[config.mk]
export PLATFORM = sky130hd
export DESIGN_NAME = spi_wb_master
export DESIGN_NICKNAME = d
export VERILOG_FILES = /design/src/rtl/spi_wb_master.sv
export SDC_FILE = /design/constraint.sdc
export NUM_CORES = 1
export LEC_CHECK = 0
export ABC_AREA = 1
export CORE_ASPECT_RATIO = 1.1
export CORE_MARGIN = 5
export CORE_UTILIZATION = 57
export CTS_CLUSTER_DIAMETER = 100
export DETAILED_ROUTE_END_ITERATION = 10
export GPL_ROUTABILITY_DRIVEN = 0
export PLACE_DENSITY = 0.85
export SYNTH_ARGS = -nofsm -noshare
export SYNTH_HDL_FRONTEND = slang
export SYNTH_SLANG_ARGS = --single-unit
[constraint.sdc]
create_clock -name clk -period 4.5 [get_ports clk]
set_input_delay 1.35 -clock clk [delete_from_list [all_inputs] [get_ports clk]]
set_output_delay 1.35 -clock clk [all_outputs]
set_load 0.03 [all_outputs]
[src/rtl/spi_wb_master.sv]
// SPI-slave (mode 0) to 8-bit Wishbone-master bridge. Oversamples the SPI pins on clk and turns
// command/address/data frames into single Wishbone read or write cycles.
module spi_wb_master #(
   parameter int unsigned TIMEOUT = 255
) (
   input  logic       clk,
   input  logic       rst_n,
   input  logic       spi_sck,
   input  logic       spi_cs_n,
   input  logic       spi_mosi,
   output logic       spi_miso,
   output logic [7:0] wb_adr_o,
   output logic [7:0] wb_dat_o,
   input  logic [7:0] wb_dat_i,
   output logic       wb_we_o,
   output logic       wb_cyc_o,
   output logic       wb_stb_o,
   input  logic       wb_ack_i,
   output logic       busy_o
);

   localparam logic [1:0] ST_CMD  = 2'd0;
   localparam logic [1:0] ST_ADDR = 2'd1;
   localparam logic [1:0] ST_DATA = 2'd2;

   localparam logic WB_IDLE = 1'b0;
   localparam logic WB_BUS  = 1'b1;

   logic [2:0]  r_sck_s;
   logic [2:0]  r_cs_s;
   logic [1:0]  r_mosi_s;
   logic [1:0]  r_state;
   logic [2:0]  r_bit;
   logic [6:0]  r_rx;
   logic [7:0]  r_tx;
   logic        r_miso;
   logic        r_we_frame;
   logic [7:0]  r_ptr;
   logic        r_wb_st;
   logic [7:0]  r_adr;
   logic [7:0]  r_dat;
   logic        r_we;
   logic [15:0] r_cnt;
   logic [7:0]  r_hold;
   logic        r_pend;
   logic        r_to;
   logic        r_ov;

   logic        w_sck_rise;
   logic        w_sck_fall;
   logic        w_cs_high;
   logic        w_cs_fall;
   logic        w_mosi;
   logic [7:0]  w_byte;
   logic        w_byte_end;
   logic [7:0]  w_status;
   logic        w_launch;
   logic        w_launch_we;
   logic [7:0]  w_launch_adr;
   logic        w_flag_clr;
   logic        w_ack;
   logic        w_abort;
   logic        w_ov_set;

   // Bit 2 of the SCK/CS chains is the edge-detect register behind the 2-flop synchroniser.
   always_ff @(posedge clk or negedge rst_n) begin
      if (!rst_n) begin
         r_sck_s  <= 3'b000;
         r_cs_s   <= 3'b111;
         r_mosi_s <= 2'b00;
      end else begin
         r_sck_s  <= {r_sck_s[1:0], spi_sck};
         r_cs_s   <= {r_cs_s[1:0], spi_cs_n};
         r_mosi_s <= {r_mosi_s[0], spi_mosi};
      end
   end

   assign w_sck_rise = r_sck_s[1] & ~r_sck_s[2];
   assign w_sck_fall = ~r_sck_s[1] & r_sck_s[2];
   assign w_cs_high  = r_cs_s[1];
   assign w_cs_fall  = r_cs_s[2] & ~r_cs_s[1];
   assign w_mosi     = r_mosi_s[1];
   assign w_byte     = {r_rx, w_mosi};
   assign w_byte_end = ~w_cs_high & w_sck_rise & (r_bit == 3'd7);
   assign w_status   = {6'b0, r_ov, r_to};

   always_comb begin
      w_launch     = 1'b0;
      w_launch_we  = r_we_frame;
      w_launch_adr = r_ptr;
      w_flag_clr   = 1'b0;
      if (w_byte_end) begin
         case (r_state)
            ST_CMD:  w_flag_clr = 1'b1;
            ST_ADDR: begin
               w_launch     = ~r_we_frame;
               w_launch_adr = w_byte;
            end
            ST_DATA: w_launch = 1'b1;
            default: ;
         endcase
      end
   end

   // Frame FSM: byte assembly, address pointer and MISO shifter.
   always_ff @(posedge clk or negedge rst_n) begin
      if (!rst_n) begin
         r_state    <= ST_CMD;
         r_bit      <= 3'd0;
         r_rx       <= 7'd0;
         r_tx       <= 8'd0;
         r_miso     <= 1'b0;
         r_we_frame <= 1'b0;
         r_ptr      <= 8'd0;
      end else if (w_cs_high) begin
         r_state <= ST_CMD;
         r_bit   <= 3'd0;
         r_rx    <= 7'd0;
         r_tx    <= 8'd0;
         r_miso  <= 1'b0;
      end else if (w_cs_fall) begin
         r_state <= ST_CMD;
         r_bit   <= 3'd0;
         r_rx    <= 7'd0;
         r_tx    <= {w_status[6:0], 1'b0};
         r_miso  <= w_status[7];
      end else begin
         if (w_sck_rise) begin
            r_rx  <= w_byte[6:0];
            r_bit <= r_bit + 3'd1;
            if (r_bit == 3'd7) begin
               case (r_state)
                  ST_CMD: begin
                     r_we_frame <= w_byte[7];
                     r_state    <= ST_ADDR;
                     r_tx       <= 8'd0;
                  end
                  ST_ADDR: begin
                     r_ptr   <= w_byte + {7'd0, ~r_we_frame};
                     r_state <= ST_DATA;
                     r_tx    <= 8'd0;
                  end
                  ST_DATA: begin
                     r_ptr <= r_ptr + 8'd1;
                     r_tx  <= r_we_frame ? 8'd0 : r_hold;
                  end
                  default: r_state <= ST_CMD;
               endcase
            end
         end
         if (w_sck_fall) begin
            r_miso <= r_tx[7];
            r_tx   <= {r_tx[6:0], 1'b0};
         end
      end
   end

   assign w_ack    = (r_wb_st == WB_BUS) & wb_ack_i;
   assign w_abort  = (r_wb_st == WB_BUS) & ~wb_ack_i & (r_cnt == 16'(TIMEOUT - 1));
   assign w_ov_set = w_launch & (r_wb_st == WB_BUS);

   // Wishbone FSM; r_pend marks a read whose result still belongs to the current frame.
   always_ff @(posedge clk or negedge rst_n) begin
      if (!rst_n) begin
         r_wb_st <= WB_IDLE;
         r_adr   <= 8'd0;
         r_dat   <= 8'd0;
         r_we    <= 1'b0;
         r_cnt   <= 16'd0;
         r_hold  <= 8'd0;
         r_pend  <= 1'b0;
      end else begin
         case (r_wb_st)
            WB_IDLE: begin
               if (w_launch) begin
                  r_wb_st <= WB_BUS;
                  r_adr   <= w_launch_adr;
                  r_dat   <= w_byte;
                  r_we    <= w_launch_we;
                  r_cnt   <= 16'd0;
                  r_pend  <= ~w_launch_we;
               end
            end
            WB_BUS: begin
               if (w_ack) begin
                  r_wb_st <= WB_IDLE;
                  if (!r_we && r_pend) r_hold <= wb_dat_i;
                  r_pend <= 1'b0;
               end else if (w_abort) begin
                  r_wb_st <= WB_IDLE;
                  if (!r_we && r_pend) r_hold <= 8'hFF;
                  r_pend <= 1'b0;
               end else begin
                  r_cnt <= r_cnt + 16'd1;
               end
            end
            default: r_wb_st <= WB_IDLE;
         endcase
         if (w_ov_set && !w_launch_we) begin
            r_hold <= 8'hFF;
            r_pend <= 1'b0;
         end
         if (w_cs_high) r_pend <= 1'b0;
      end
   end

   // Sticky status; a flag raised in the clearing cycle survives.
   always_ff @(posedge clk or negedge rst_n) begin
      if (!rst_n) begin
         r_to <= 1'b0;
         r_ov <= 1'b0;
      end else begin
         r_to <= (r_to & ~w_flag_clr) | w_abort;
         r_ov <= (r_ov & ~w_flag_clr) | w_ov_set;
      end
   end

   assign spi_miso = r_miso & ~w_cs_high;
   assign wb_adr_o = r_adr;
   assign wb_dat_o = r_dat;
   assign wb_we_o  = r_we;
   assign wb_cyc_o = (r_wb_st == WB_BUS);
   assign wb_stb_o = (r_wb_st == WB_BUS);
   assign busy_o   = (r_wb_st == WB_BUS);

endmodule

==> metrics.md, run 1 <==
| Metric | Value |
|---|---|
| Detail Route Antenna Nets | `0` |
| Utilization after layout | `65.43%` |
| PD cells | `284.4 nW/µm²` |
| Nets | `590` |
| Warnings from Yosys | `0` |
| Via-per-instance ratio | `5.361` |
| Top Layer Used | `met4` |
| Clock Latency Late Sink | `370 ps` |
| Pint | `0.001051 W` |
| Number of global-route vias before repair | `3490` |
| Slew HR | `33.70%` |
| FFs w/ async S/R, synth | `100.0%` |
| Metal2 WL | `between 4 and 5 mm` |
| Largest net degree at the start of global routing | `84` |
| Top post-synthesis cells by area | `dfrtp_1 (46%), nand2_1 (13%), nand3_1 (4.9%), nor2_1 (4.9%), inv_1 (4.0%)` |
| Routed via count | `3613` |
| Syn_nets | `560` |
| Peak VDD IR | `0.1823 mV` |
| Post-route insts no fill | `~670` |
| Layout cells sized above 1 | `roughly 8.4%` |
| Worst setup SP type | `register` |
| Switching power | `between 0.0003 and 0.0004 W` |
| Critical path class | `reg2out` |
| I/O pin cnt | `35` |
| Synth-to-layout area growth | `12.30%` |
| Worst Skew | `10.03 ps` |
| Global route overflow | `0` |
| Hold_buf cts | `0` |
| Status | `finished, final reports clean` |
| Metal-1 WL | `4.074 mm` |
| Total wire length | `slightly above 9 mm` |
| Initial DRC count | `201` |
| Initial antenna violation count | `0` |
| Final setup viols | `0` |
| Drt first pass iters | `5` |
| Core area | `around 7500 µm²` |
| Worst path slowest cell | `clkdlybuf4s50_1` |
| Final Hold Vio Count | `0` |
| Total track usage | `20.66%` |
| Worst Setup End Kind | `primary output` |
| CP cell instances | `clkdlybuf4s50_1` |
| Fin crit share | `~69%` |
| Post-cts resize count | `0` |
| Crit-path max FO | `13` |
| Rows | `33` |
| Dpl hpwl | `6.347 mm` |
| Final slew viol count | `0` |
| Reg clk slew, reported paths | `80 ps` |
| CTS Root Cell | `clkbuf_8` |
| Final Power | `0.001390 W` |
| # H-tree levels | `3` |
| Sequential Power Share | `56.3%` |
| Routed len/inst | `about 14 µm` |
| Clock share of power | `39.3%` |
| DIE WIDTH | `just over 90 µm` |
| DR WL met3 | `459 µm` |
| Worst min-delay path category | `reg2reg` |
| Required @ worst endpoint | `3150 ps` |
| Share of the synthesized area in the top cell type | `45.98%` |
| Final min period | `just over 3000 ps` |
| CTS tree | `built` |
| Post-synthesis cell type count | `37` |
| Number of synthesized flops with an enable pin | `0` |
| Max_cap viols | `0` |
| Sequential area share after synthesis | `47.79%` |
| Buf/Inv on CP | `1` |
| N_diodes | `0` |
| First-pass GRT wire length | `approximately 16 mm` |
| Cell type with the highest aggregate area in the netlist | `dfrtp_1` |
| Remaining DRCs | `0` |
| Mapped cell area | `4354 µm²` |
| Synthesized area per cell | `8.154 µm²` |
| Mapped Cells | `approximately 530` |
| RSZ-0062 raised after global routing | `false` |
| CTS max path bufs | `2` |
| Worst EP arrival | `1760 ps` |
| Crit-path leading delay family | `buffers and inverters` |
| Starting Density | `58.26%` |
| Setup bufs post-CTS | `0` |
| Net Sw Frac | `between 20 and 25%` |
| Leakage | `about 2.3 nW` |
| Die area | `9489 µm²` |
| Post-synth top flop | `dfrtp_1` |
| TNS Setup | `0 ps` |
| Placed Cells | `658` |
| Worst-Margin Slew | `994.6 ps` |
| Logic pwr share | `4.4%` |
| Yosys reg bits | `83` |
| Max incr delay on CP | `770 ps` |
| Port bufs | `34` |
| CTS Sinks | `83` |
| CTS buffer count | `9` |
| Die Ht | `around 100 µm` |
| Max Freq | `321.2 MHz` |
sequential cells by signal, summed over array words and instances, names as in the netlist, 2 cells and up:
signal	count
r_cnt	16
r_hold	8
r_ptr	8
r_tx	8
wb_adr_o	8
wb_dat_o	8
r_rx	7
r_bit	3
r_cs_s	3
r_sck_s	3
r_mosi_s	2
r_state	2
synth_stat cells (5+ instances only):
library cell	n
buf_6	7
a21oi_1	21
nand2_1	145
inv_2	5
inv_1	46
dfrtp_1	80
nand4_1	9
ha_1	12
nand2_2	6
nand3_1	43
xor2_1	5
nor2_1	57
o21ai_0	24
o22ai_1	9
buf_4	6
o21ai_1	21
cells in the final DEF (no fill, tap or decap), drive strengths merged:
| master | n |
|---|---|
| clkinv | 3 |
| buf | 1 |
| clkdlybuf4s50 | 33 |
| xor2 | 5 |
| o31ai | 2 |
| xnor2 | 1 |
| dfrtp | 80 |
| nand3b | 1 |
| nand2 | 152 |
| nand3 | 46 |
| clkinvlp | 2 |
| ha | 12 |
| o22ai | 9 |
| inv | 55 |
| a22oi | 4 |
| dfstp | 3 |
| o21ai | 45 |
| nor3 | 4 |
| nor2 | 63 |
| a31oi | 4 |
| o211ai | 1 |
| bufinv | 1 |
| clkbuf | 9 |
| nand4 | 10 |
| a21oi | 23 |
through the flow:
step	setup slack, ps	instance area [µm²]	hold WS [ps]
detailed placement	1596	4690	334.7
global route	1277	4890	358.7
finish	1387	4890	353.4
global placement	1711	4690	332.1
CTS	1389	4890	354.6
floorplan	2338	4354	331.2
per-layer routing:
metal  vias up  track usage [%]
li1       1804                -
met1      1686            26.18
met2       103            33.72
met3        20            4.903
met4         0            9.357
met5         -                0
power groups by stage:
stage	clock [W]	combinational, W	sequential, W
after floorplan	0	0.0000310	0.000792
after global placement	0	0.0000608	0.000796
after detailed placement	0	0.0000625	0.000797
after CTS	0.000555	0.0000629	0.000782
after global routing	0.000585	0.0000717	0.000785
final	0.000547	0.0000612	0.000782
final timing paths:
path	end	startpoint	slack, ps	cells after the start
setup / recovery	wb_cyc_o	busy_o	1390	1
hold / removal	r_mosi_s[1]	r_mosi_s[0]	350	0
setup reg to reg	r_cnt[6]	r_state[0]	1580	9
hold reg to reg	r_mosi_s[1]	r_mosi_s[0]	350	0
max in group asynchronous	r_state[0]	rst_n	2710	1
min in group asynchronous	r_ov	rst_n	1150	1
cells by family after synthesis:
group | synth area share (%)
buf+inv | 7.845
xor+xnor | 1.207
fa+ha+maj | 3.448
compound gates | 11.35
flops | 47.79
simple gates | 28.36
area by class of cell:
class                      instances  area, µm²
fill                             597       2584
sequential                        83       2081
clock inverter                     7      76.32
multi-input combinational        382       1932
inverter                          54      207.7
tap                              105      131.4
timing repair buffer              34      337.8
clock buffer                       9      123.9
Note: power is estimated with default switching activity, not from simulation.
==> run 2: changes to the inputs <==
==> constraint.sdc (replaced) <==
create_clock -name clk -period 3 [get_ports clk]
set_input_delay 0.9 -clock clk [delete_from_list [all_inputs] [get_ports clk]]
set_output_delay 0.9 -clock clk [all_outputs]
set_load 0.03 [all_outputs]
==> metrics.md, run 2 (synthesized netlist as in run 1, its figures left out) <==
| Metric | Value |
|---|---|
| Utilization after layout | `66.30%` |
| Final Hold Vio Count | `0` |
| Number of global-route vias before repair | `3468` |
| CTS Root Cell | `clkbuf_8` |
| Peak VDD IR | `0.2685 mV` |
| CTS max path bufs | `2` |
| Critical path class | `reg2out` |
| CP cell instances | `nor2_1, clkdlybuf4s50_1` |
| Core area | `7473 µm²` |
| # fillers | `602` |
| Switching power | `0.0004626 W` |
| Most flops, register | `r_cnt` |
| Worst path depth | `2` |
| CTS Sinks | `83` |
| Required @ worst endpoint | `2100 ps` |
| # H-tree levels | `3` |
| Finished layout cell area | `around 5000 µm²` |
| Die area | `9489 µm²` |
| Most frequent cells in the layout | `nand2_1 (145), dfrtp_1 (80), nor2_1 (57)` |
| Rows | `33` |
| Fin worst setup slack | `463.0 ps` |
| Port bufs | `34` |
| I/O pin cnt | `35` |
| Worst Setup End Kind | `primary output` |
| Final setup viols | `0` |
| Clock share of power | `between 40% and 50%` |
| Total wire length | `between 9 and 10 mm` |
| Worst EP arrival | `1640 ps` |
| Routed len/inst | `13.69 µm` |
| Max FFs per register | `16` |
| Largest net degree at the start of global routing | `49` |
| Dpl hpwl | `6.678 mm` |
| Global route overflow | `0` |
| Drt first pass iters | `6` |
| Max Freq | `394.2 MHz` |
| Pint | `0.001736 W` |
| Max_cap viols | `0` |
| Logic pwr share | `4.4%` |
| DIE WIDTH | `93.34 µm` |
| Worst-case reg-to-reg path depth | `9` |
| Initial antenna violation count | `0` |
| Via-per-instance ratio | `5.317` |
| Crit-path leading delay family | `flip-flops` |
| N_diodes | `0` |
| Total track usage | `21.11%` |
| Reg2reg setup slack | `just over 700 ps` |
| Worst Skew | `14.00 ps` |
| CTS buffer count | `9` |
| Post-cts resize count | `0` |
| Status | `finished, final reports clean` |
| First-pass GRT wire length | `15.86 mm` |
| Slew HR | `63.18%` |
| Crit-path max FO | `6` |
| Clock Latency Late Sink | `350 ps` |
| Cell depth of the worst hold path | `0` |
| Final slew viol count | `0` |
| Setup bufs post-CTS | `0` |
| Final min period | `2537 ps` |
| Final Hold Slack | `353.1 ps` |
| Worst path slowest cell | `dfstp_2` |
| Most common cell after layout, fill and taps aside | `nand2_1` |
| Max incr delay on CP | `640 ps` |
| Worst min-delay path category | `reg2reg` |
| Net Sw Frac | `about a fifth` |
| Post-place instance area | `4725 µm²` |
| Leakage | `2.292 nW` |
| Buf/Inv on CP | `1` |
| Worst setup SP type | `register` |
| Fin crit share | `84.57%` |
| Worst-Margin Slew | `550.5 ps` |
| Detail Route Antenna Nets | `0` |
| Layout cells sized above 1 | `8.581%` |
| Starting Density | `between 50% and 60%` |
| Die Ht | `~100 µm` |
| RSZ-0062 raised after global routing | `false` |
| Remaining DRCs | `0` |
| Place WS | `735.1 ps` |
| Initial DRC count | `182` |
| Synth-to-layout area growth | `13.79%` |
| Reg clk slew, reported paths | `~70 ps` |
| Hold_buf cts | `0` |
| Nets | `about 590` |
| CTS tree | `built` |
| Routed via count | `3594` |
| Sequential Power Share | `53.4%` |
| TNS Setup | `0 ps` |
| PD cells | `between 400 and 500 nW/µm²` |
==> run 2: power by group through the flow <==
stage | combinational (W) | sequential (W) | clock, W
finish | 0.0000968 | 0.00117 | 0.000928
detailed placement | 0.0000982 | 0.00119 | 0
global placement | 0.0000941 | 0.00119 | 0
global route | 0.000115 | 0.00118 | 0.00100
CTS | 0.0000992 | 0.00117 | 0.000948
floorplan | 0.0000465 | 0.00119 | 0
==> run 2: per-layer routing <==
metal  global-route usage [%]  vias to the layer above  part of all wire, %
met4                    9.470                        0                  2.2
li1                         -                     1804                    -
met1                    27.45                     1677                   45
met2                    34.05                       92                   48
met3                    4.606                       21                  4.4
met5                        0                        -                    0
==> run 2: layout make-up <==
type | instances | area (µm²) | area share [%]
multi-input cells | 382 | 1932 | 38.99
well taps | 105 | 131.4 | 2.652
inverters | 54 | 207.7 | 4.192
flip-flops and latches | 83 | 2081 | 42.00
clock buffers | 10 | 127.6 | 2.576
repair buffers | 37 | 372.9 | 7.525
clock inverters | 5 | 102.6 | 2.071
==> run 2: worst paths after layout <==
path / end / from
max in group asynchronous: r_bit[2] / rst_n
worst max register to register: wb_adr_o[2] / r_state[0]
min in group asynchronous: r_cnt[12] / rst_n
worst max-delay path: spi_miso / r_cs_s[1]
worst min-delay path: r_sck_s[1] / r_sck_s[0]
worst min register to register: r_sck_s[1] / r_sck_s[0]
==> run 2: metrics by stage <==
stage               power (W)  instances
floorplan            0.001235        534
global placement     0.001288        661
detailed placement   0.001293        661
CTS                  0.002221        676
global route         0.002296        676
finish               0.002199        676
